## config.mk

```make
export PLATFORM = sky130hd
export DESIGN_NAME = dice_roller_flat
export DESIGN_NICKNAME = d
export VERILOG_FILES = /design/src/rtl/dice_roller_if.sv /design/src/rtl/dice_roller.sv /design/src/flat_wrapper.sv
export SDC_FILE = /design/constraint.sdc
export NUM_CORES = 1
export LEC_CHECK = 0
export ABC_AREA = 0
export BUFFER_PORTS_ARGS = -buffer_cell sky130_fd_sc_hd__buf_2
export CAP_MARGIN = 10
export CORE_MARGIN = 1.5
export CORE_UTILIZATION = 40
export CTS_BUF_LIST = sky130_fd_sc_hd__clkbuf_4 sky130_fd_sc_hd__clkbuf_8 sky130_fd_sc_hd__clkbuf_16
export DETAILED_ROUTE_END_ITERATION = 7
export PLACE_DENSITY_LB_ADDON = 0.25
export SLEW_MARGIN = 20
export SYNTH_ARGS = -nofsm -noshare
export SYNTH_HDL_FRONTEND = slang
export SYNTH_SLANG_ARGS = --single-unit
```

## constraint.sdc

```tcl
create_clock -name clk -period 2.8 [get_ports clk]
set_input_delay 0.56 -clock clk [delete_from_list [all_inputs] [get_ports clk]]
set_output_delay 0.56 -clock clk [all_outputs]
set_load 0.005 [all_outputs]
```

## src/rtl/dice_roller_if.sv

```systemverilog
// Roll request, hold mask and result bus between the dice core and display/score logic.
interface dice_roller_if #(
    parameter int unsigned N_DICE  = 2,
    parameter int unsigned N_FACES = 6
);
    localparam int unsigned FACE_W = $clog2(N_FACES + 1);
    localparam int unsigned SUM_W  = $clog2(N_DICE * N_FACES + 1);

    logic                       button;
    logic [N_DICE-1:0]          hold_mask;
    logic [N_DICE*FACE_W-1:0]   throw;
    logic [SUM_W-1:0]           sum;
    logic                       rolling;
    logic                       done;
    logic [7:0]                 roll_count;

    modport master (
        output button, hold_mask,
        input  throw, sum, rolling, done, roll_count
    );

    modport slave (
        input  button, hold_mask,
        output throw, sum, rolling, done, roll_count
    );
endinterface

```

## src/rtl/dice_roller.sv

```systemverilog
// Multi-die electronic dice: odometer-chained dice advance while the button is held,
// result freezes on release with a done pulse and a saturating roll counter.
module dice_roller #(
    parameter int unsigned N_DICE  = 2,
    parameter int unsigned N_FACES = 6
) (
    input  logic            clk,
    input  logic            reset,
    dice_roller_if.slave    bus
);
    localparam int unsigned FACE_W = $clog2(N_FACES + 1);
    localparam int unsigned SUM_W  = $clog2(N_DICE * N_FACES + 1);
    localparam int unsigned THR_W  = N_DICE * FACE_W;

    typedef enum logic [1:0] {
        S_IDLE,
        S_ROLL,
        S_DONE
    } state_e;

    state_e             state_q, state_d;
    logic [THR_W-1:0]   throw_q, throw_d;
    logic [THR_W-1:0]   throw_adv;
    logic [SUM_W-1:0]   sum_q, sum_d;
    logic [7:0]         count_q, count_d;

    // Odometer increment: the carry skips held dice; a carry off the top is dropped.
    always_comb begin
        logic             carry;
        logic [FACE_W-1:0] die;
        carry     = 1'b1;
        throw_adv = throw_q;
        for (int i = 0; i < int'(N_DICE); i++) begin
            die = throw_q[i*FACE_W +: FACE_W];
            if (!bus.hold_mask[i] && carry) begin
                if (die == FACE_W'(N_FACES)) begin
                    die = FACE_W'(1);
                end else begin
                    die   = die + FACE_W'(1);
                    carry = 1'b0;
                end
            end
            throw_adv[i*FACE_W +: FACE_W] = die;
        end
    end

    always_comb begin
        state_d = state_q;
        throw_d = throw_q;
        count_d = count_q;
        unique case (state_q)
            S_IDLE: begin
                if (bus.button) begin
                    state_d = S_ROLL;
                    throw_d = throw_adv;
                end
            end
            S_ROLL: begin
                if (bus.button) begin
                    throw_d = throw_adv;
                end else begin
                    state_d = S_DONE;
                    count_d = (count_q == 8'hFF) ? count_q : count_q + 8'd1;
                end
            end
            S_DONE: state_d = S_IDLE;
            default: state_d = S_IDLE;
        endcase
    end

    // Sum follows the next-state dice so it lands in the same cycle as throw.
    always_comb begin
        sum_d = '0;
        for (int i = 0; i < int'(N_DICE); i++) begin
            sum_d = sum_d + SUM_W'(throw_d[i*FACE_W +: FACE_W]);
        end
    end

    always_ff @(posedge clk or posedge reset) begin
        if (reset) begin
            state_q <= S_IDLE;
            throw_q <= {N_DICE{FACE_W'(1)}};
            sum_q   <= SUM_W'(N_DICE);
            count_q <= 8'd0;
        end else begin
            state_q <= state_d;
            throw_q <= throw_d;
            sum_q   <= sum_d;
            count_q <= count_d;
        end
    end

    assign bus.throw      = throw_q;
    assign bus.sum        = sum_q;
    assign bus.rolling    = (state_q == S_ROLL);
    assign bus.done       = (state_q == S_DONE);
    assign bus.roll_count = count_q;
endmodule

```

## src/flat_wrapper.sv

```systemverilog
// flat-port wrapper written by rule: the top's interface ports become plain ports
module dice_roller_flat 
#(
    parameter int unsigned N_DICE  = 2,
    parameter int unsigned N_FACES = 6
)
  (clk, reset, bus_button, bus_hold_mask, bus_throw, bus_sum, bus_rolling, bus_done, bus_roll_count);
  dice_roller_if #(.N_DICE(N_DICE), .N_FACES(N_FACES)) bus_i ();
  input  logic clk;
  input  logic reset;
  input wire logic [$bits(bus_i.button)-1:0] bus_button;
  input wire logic [$bits(bus_i.hold_mask)-1:0] bus_hold_mask;
  output wire logic [$bits(bus_i.throw)-1:0] bus_throw;
  output wire logic [$bits(bus_i.sum)-1:0] bus_sum;
  output wire logic [$bits(bus_i.rolling)-1:0] bus_rolling;
  output wire logic [$bits(bus_i.done)-1:0] bus_done;
  output wire logic [$bits(bus_i.roll_count)-1:0] bus_roll_count;
  assign bus_i.button = bus_button;
  assign bus_i.hold_mask = bus_hold_mask;
  assign bus_throw = bus_i.throw;
  assign bus_sum = bus_i.sum;
  assign bus_rolling = bus_i.rolling;
  assign bus_done = bus_i.done;
  assign bus_roll_count = bus_i.roll_count;
  dice_roller #(.N_DICE(N_DICE), .N_FACES(N_FACES)) u_core (.clk(clk), .reset(reset), .bus(bus_i));
endmodule
```

Yosys cells after proc, flatten, opt, wreduce, memory -nomap -nowiden
Index checks and enable logic that the tools add are counted.
{"block": "totals", "regBits": 20, "latchBits": 0, "ramBits": 0, "mem_bits_ro": 0, "out_inout_bits": 20, "n_memories": 0}
{"block": "classes", "add_sub_neg": 4, "mul": 0, "n_div": 0, "n_lt_le_gt_ge": 0, "eq_ne": 7, "n_shift": 0, "n_mux": 11, "n_bitwise": 2, "n_reduce_logical": 6}
{"operator": "$mux 3", "count": 4}
{"operator": "$mux 6", "count": 2}
{"operator": "$add 8x1->8 const B", "count": 1}
{"operator": "$eq 8x8->1 const B", "count": 1}
{"operator": "$add 3x1->3 const B", "count": 2}
{"operator": "$eq 3x3->1 const B", "count": 2}
{"operator": "$add 3x3->4", "count": 1}
{"operator": "$mux 2", "count": 2}
{"operator": "$ne 2x2->1 const B", "count": 2}
{"operator": "$pmux 2 s2", "count": 1}
{"operator": "$reduce_and 3->1", "count": 1}
{"operator": "$eq 2x1->1 const B", "count": 1}
{"operator": "$eq 2x2->1 const B", "count": 1}
{"operator": "$logic_not 2->1", "count": 1}
{"operator": "$mux 1", "count": 2}
{"operator": "$not 1->1", "count": 2}
{"operator": "$reduce_and 2->1", "count": 1}
{"operator": "$reduce_or 2->1", "count": 1}
{"operator": "$logic_and 1x1->1", "count": 1}
{"operator": "$logic_not 1->1", "count": 1}

Logic depth before layout (Yosys ltp)
{"block": "logic_depth", "ltp_word": 8, "depth_mapped": 7}

Least setup slack after synthesis
No wires, ideal clock.
{"block": "synth_path", "kind": "reg2reg", "startpoint": "reg u_core.throw_q[0], in the netlist u_core.bus.throw[0]", "endpoint": "reg u_core.sum_q[2], in the netlist u_core.bus.sum[2]", "setup_time_ns": 0.123, "arrival_time_ns": 1.925, "required_time_ns": 2.677, "setup_slack_ns": 0.753, "stages_incl_launch_ff": 8, "n_path_buf": 0, "period_less_slack_ns": 2.047, "cell_sequence": "dfstp_2 -> and3b_1 -> o21ai_0 -> xnor2_1 -> ha_1 -> inv_1 -> fa_1 -> xnor2_1"}
{"block": "synth_between", "elab_chain_len": 8}
{"element": "from (decl)", "line": "dice_roller.sv:22", "rtl": "logic [THR_W-1:0] throw_q, throw_d;"}
{"element": "from (signal assigned)", "line": "dice_roller.sv:82", "rtl": "throw_q <= {N_DICE{FACE_W'(1)}};"}
{"element": "from (signal assigned)", "line": "dice_roller.sv:87", "rtl": "throw_q <= throw_d;"}
{"element": "$eq 3x3->1", "line": "dice_roller.sv:36", "rtl": "if (die == FACE_W'(N_FACES)) begin"}
{"element": "$mux 1", "line": "dice_roller.sv:36"}
{"element": "$mux 1", "line": "dice_roller.sv:35", "rtl": "if (!bus.hold_mask[i] && carry) begin"}
{"element": "$logic_and 1x1->1", "line": "dice_roller.sv:35"}
{"element": "$mux 3", "line": "dice_roller.sv:35"}
{"element": "$mux 6", "line": "dice_roller.sv:53, dice_roller.sv:59"}
{"element": "$mux 6"}
{"element": "via u_core.throw_d[3]", "line": "dice_roller.sv:22"}
{"element": "$add 3x3->4", "line": "dice_roller.sv:75", "rtl": "sum_d = sum_d + SUM_W'(throw_d[i*FACE_W +: FACE_W]);"}
{"element": "via u_core.sum_d[2]", "line": "dice_roller.sv:24", "rtl": "logic [SUM_W-1:0] sum_q, sum_d;"}
{"element": "to (signal assigned)", "line": "dice_roller.sv:83", "rtl": "sum_q <= SUM_W'(N_DICE);"}
{"element": "to (signal assigned)", "line": "dice_roller.sv:88", "rtl": "sum_q <= sum_d;"}
{"element": "to (decl)", "line": "dice_roller.sv:24"}
The timed path passes the listed nets, and every way through them passes these cells.
A chain may end at the register's enable or synchronous reset.

Final worst setup path
Ends and elaborated chain as after synthesis.

==> results.sh <==
export IMPL_drc=0
export IMPL_grtUsageTotal=0.162
export IMPL_synth_compound_area_frac=0.123
export IMPL_reg2reg_from="u_core.bus.throw[0]"
export IMPL_irDropWorstVdd_v=0.000630
export IMPL_p_leak_nw=0.567
export IMPL_gp_congestion=0.715
export IMPL_synth_common_cells="dfrtp_1, xnor2_1, ha_1, inv_1, nor2b_1"
export IMPL_synth_seq_cells=20
export IMPL_critPathBufInv=1
export IMPL_syn_to_final_growth_pct=18.5
export IMPL_syn_cell_area_um2=1000
export IMPL_n_fill_cell=216
export IMPL_synth_area_leader_cell="dfrtp_1"
export IMPL_synth_top_area_share=0.424
export IMPL_clk_latency_ns=0.31
export IMPL_setup_violations=0
export IMPL_std_cell_rows=17
export IMPL_crit_path_max_incr_delay_ns=0.58
export IMPL_muxShareOfSynthArea=0.0486
export IMPL_drv_cap=0
export IMPL_crit_type="reg -> reg"
export IMPL_cp_cell_sequence="and3b_1 -> o21ai_0 -> xnor2_1 -> ha_1 -> inv_1 -> fa_1 -> xnor2_1"
export IMPL_firstDrtPassIters=4
export IMPL_r2r_setup_slack_ns=0.51
export IMPL_port_buffers=24
export IMPL_synth_edf_count=0
export IMPL_cts_path_max_buffers=2
export IMPL_synthFlopType="dfrtp_1"
export IMPL_hold_viol=0
export IMPL_rr_worst_depth=7
export IMPL_cts_tree="done"
export IMPL_syn_num_nets=92
export IMPL_r2r_end="u_core.bus.sum[2]"
export IMPL_post_cts_buffers=0
export IMPL_seq_area_frac_synth=0.502
export IMPL_whs_ns=0.362
export IMPL_io_pins=25
export IMPL_cpMostUsedCell="xnor2_1"
export IMPL_worstPathArrival_ns=2.49
export IMPL_drt_wl_total_mm=1.93
export IMPL_antenna_found_initial=0
export IMPL_synth_xor_area_frac=0.0524
export IMPL_grt_pass1_wl_mm=3.23
export IMPL_clkSlewWorstSetupHoldPaths_ns=0.12
export IMPL_outcome="finished clean"
export IMPL_root_buffer="clkbuf_4"
export IMPL_grt_max_degree=21
export IMPL_max_freq_ghz=0.436
export IMPL_final_seq_area_um2=504
export IMPL_synthAdderAreaFrac=0.0698
export IMPL_synth_top_family_by_area="simple AND/OR/NAND/NOR gates"
export IMPL_core_um2=2300
export IMPL_cp_top_family="adder cells"
export IMPL_vias_per_cell=5.22
export IMPL_path_max_fanout=5
export IMPL_ant_nets=0
export IMPL_drv_slew=0
export IMPL_slowest_stage="dfstp_2"
export IMPL_first_global_vias=695
export IMPL_crit_required_ns=2.99
export IMPL_dr_total_vias=721
export IMPL_period_share=0.819
export IMPL_hp_class="in -> async"
export IMPL_synthCells=82
export IMPL_async_reset_ff_frac=1.00
export IMPL_syn_area_per_cell_um2=12.2
export IMPL_die_area_um2=2820
export IMPL_fin_skew_ns=0.0147
export IMPL_multi_input_area_um2=484
export IMPL_power_mw=1.14
export IMPL_rsz0062_at_grt="no"
export IMPL_synth_simple_gate_area_share=0.188
export IMPL_worstMarginPinSlew_ns=0.758
export IMPL_drive_gt1_frac=0.336
export IMPL_period_minus_slack_ns=2.29
export IMPL_cp_start_kind="flip-flop"
export IMPL_nets=121
export IMPL_yosysWarnings=0
export IMPL_dp_hpwl_mm=1.44
export IMPL_yosys_cell_count_top_type="dfrtp_1"
export IMPL_tns_ns=0
export IMPL_grt_overflow=0
export IMPL_htreeDepth=1
export IMPL_crit_path_end_kind="flip-flop"
export IMPL_start_util=0.437
export IMPL_power_per_cell_area_nw_per_um2=961
export IMPL_cts_resized=0
export IMPL_fp_dieW_um=53.1
export IMPL_drtIter0Drc=7
export IMPL_cts_buffers=3
export IMPL_synth_area_leaders="dfrtp_1, dfstp_2, xnor2_1, ha_1, mux2_1"
export IMPL_wl_per_cell_um=14.0
export IMPL_slew_headroom=0.494
export IMPL_synth_cell_types=36
export IMPL_postCtsHoldBufs=0
export IMPL_cts_sinks=20
export IMPL_final_util=0.517
export IMPL_die_h_um=53.1
export IMPL_diodes=0
[cell families after synthesis]
family	Yosys count
simple gates	26
flops	20
compound gates	17
xor+xnor	6
fa+ha+maj	5
buf+inv	4
mux	4
[registers in the layout (all words and copies together), names as in the netlist]
signal                 cells
u_core.bus.roll_count      8
u_core.state_q             2
u_core.bus.sum             4
u_core.bus.throw           6
[layout make-up]
cell class              instances  share of cell area
repair buffers                 24               0.101
inverters                       4              0.0126
clock buffers                   4              0.0253
flip-flops and latches         20               0.424
well taps                      28              0.0295
multi-input cells              58               0.407
[metal layers]
layer | GRT usage | part of all wire | vias to the layer above | routed length, um
met5 | 0 | 0 | - | 0
met4 | 0.0641 | 0.010 | 0 | 20
met3 | 0.0282 | 0.036 | 2 | 69
met2 | 0.260 | 0.46 | 14 | 891
met1 | 0.214 | 0.49 | 346 | 952
li1 | - | - | 359 | -
[worst max-delay path by stage]
stage | cells after the start | slack, ns | to | startpoint
after detailed placement | 8 | 0.51 | u_core.bus.sum[2] | bus_button
after global placement | 8 | 0.54 | u_core.bus.sum[2] | bus_button
final | 7 | 0.51 | u_core.bus.sum[2] | u_core.bus.throw[0]
after CTS | 7 | 0.53 | u_core.bus.sum[2] | u_core.bus.throw[0]
after global routing | 7 | 0.43 | u_core.bus.sum[2] | u_core.bus.throw[0]
after floorplan | 7 | 0.75 | u_core.bus.sum[2] | u_core.bus.throw[0]
[per-stage QoR]
step	cells	setup slack [ns]	cell area [um2]
final	138	0.506	1190
after global routing	138	0.428	1190
after CTS	138	0.529	1190
after detailed placement	134	0.512	1160
after global placement	134	0.540	1160
after floorplan	82	0.753	1000
[placed cells by master, fill, tap and decap left out, types with 2 or more instances in the layout]
cell        n
o21ai_0     3
a21o_1      2
nand4_1     3
o2bb2ai_1   2
mux2_1      3
xnor2_1     6
nand3_1     2
o211ai_1    2
o21a_1      2
nand2_1     3
ha_1        4
inv_1       4
dfstp_2     3
nand2b_1    2
dfrtp_1    17
clkbuf_4    4
buf_2      24
nor2b_1     4
[report_power, final]
part           internal [mW]  switching [mW]  leakage (nW)  total (mW)
logic                  0.243           0.215         0.303       0.459
registers              0.417           0.113         0.246       0.530
clock network         0.0652          0.0886        0.0184       0.154
[worst reg2reg max path, cell delays in order (launching register included)]
cell and delay (ns):
dfstp_2 0.58, and3b_1 0.21, o21ai_0 0.34, xnor2_1 0.23
ha_1 0.26, inv_1 0.07, fa_1 0.37, xnor2_1 0.13
Note: power is estimated with default switching activity, not from simulation.
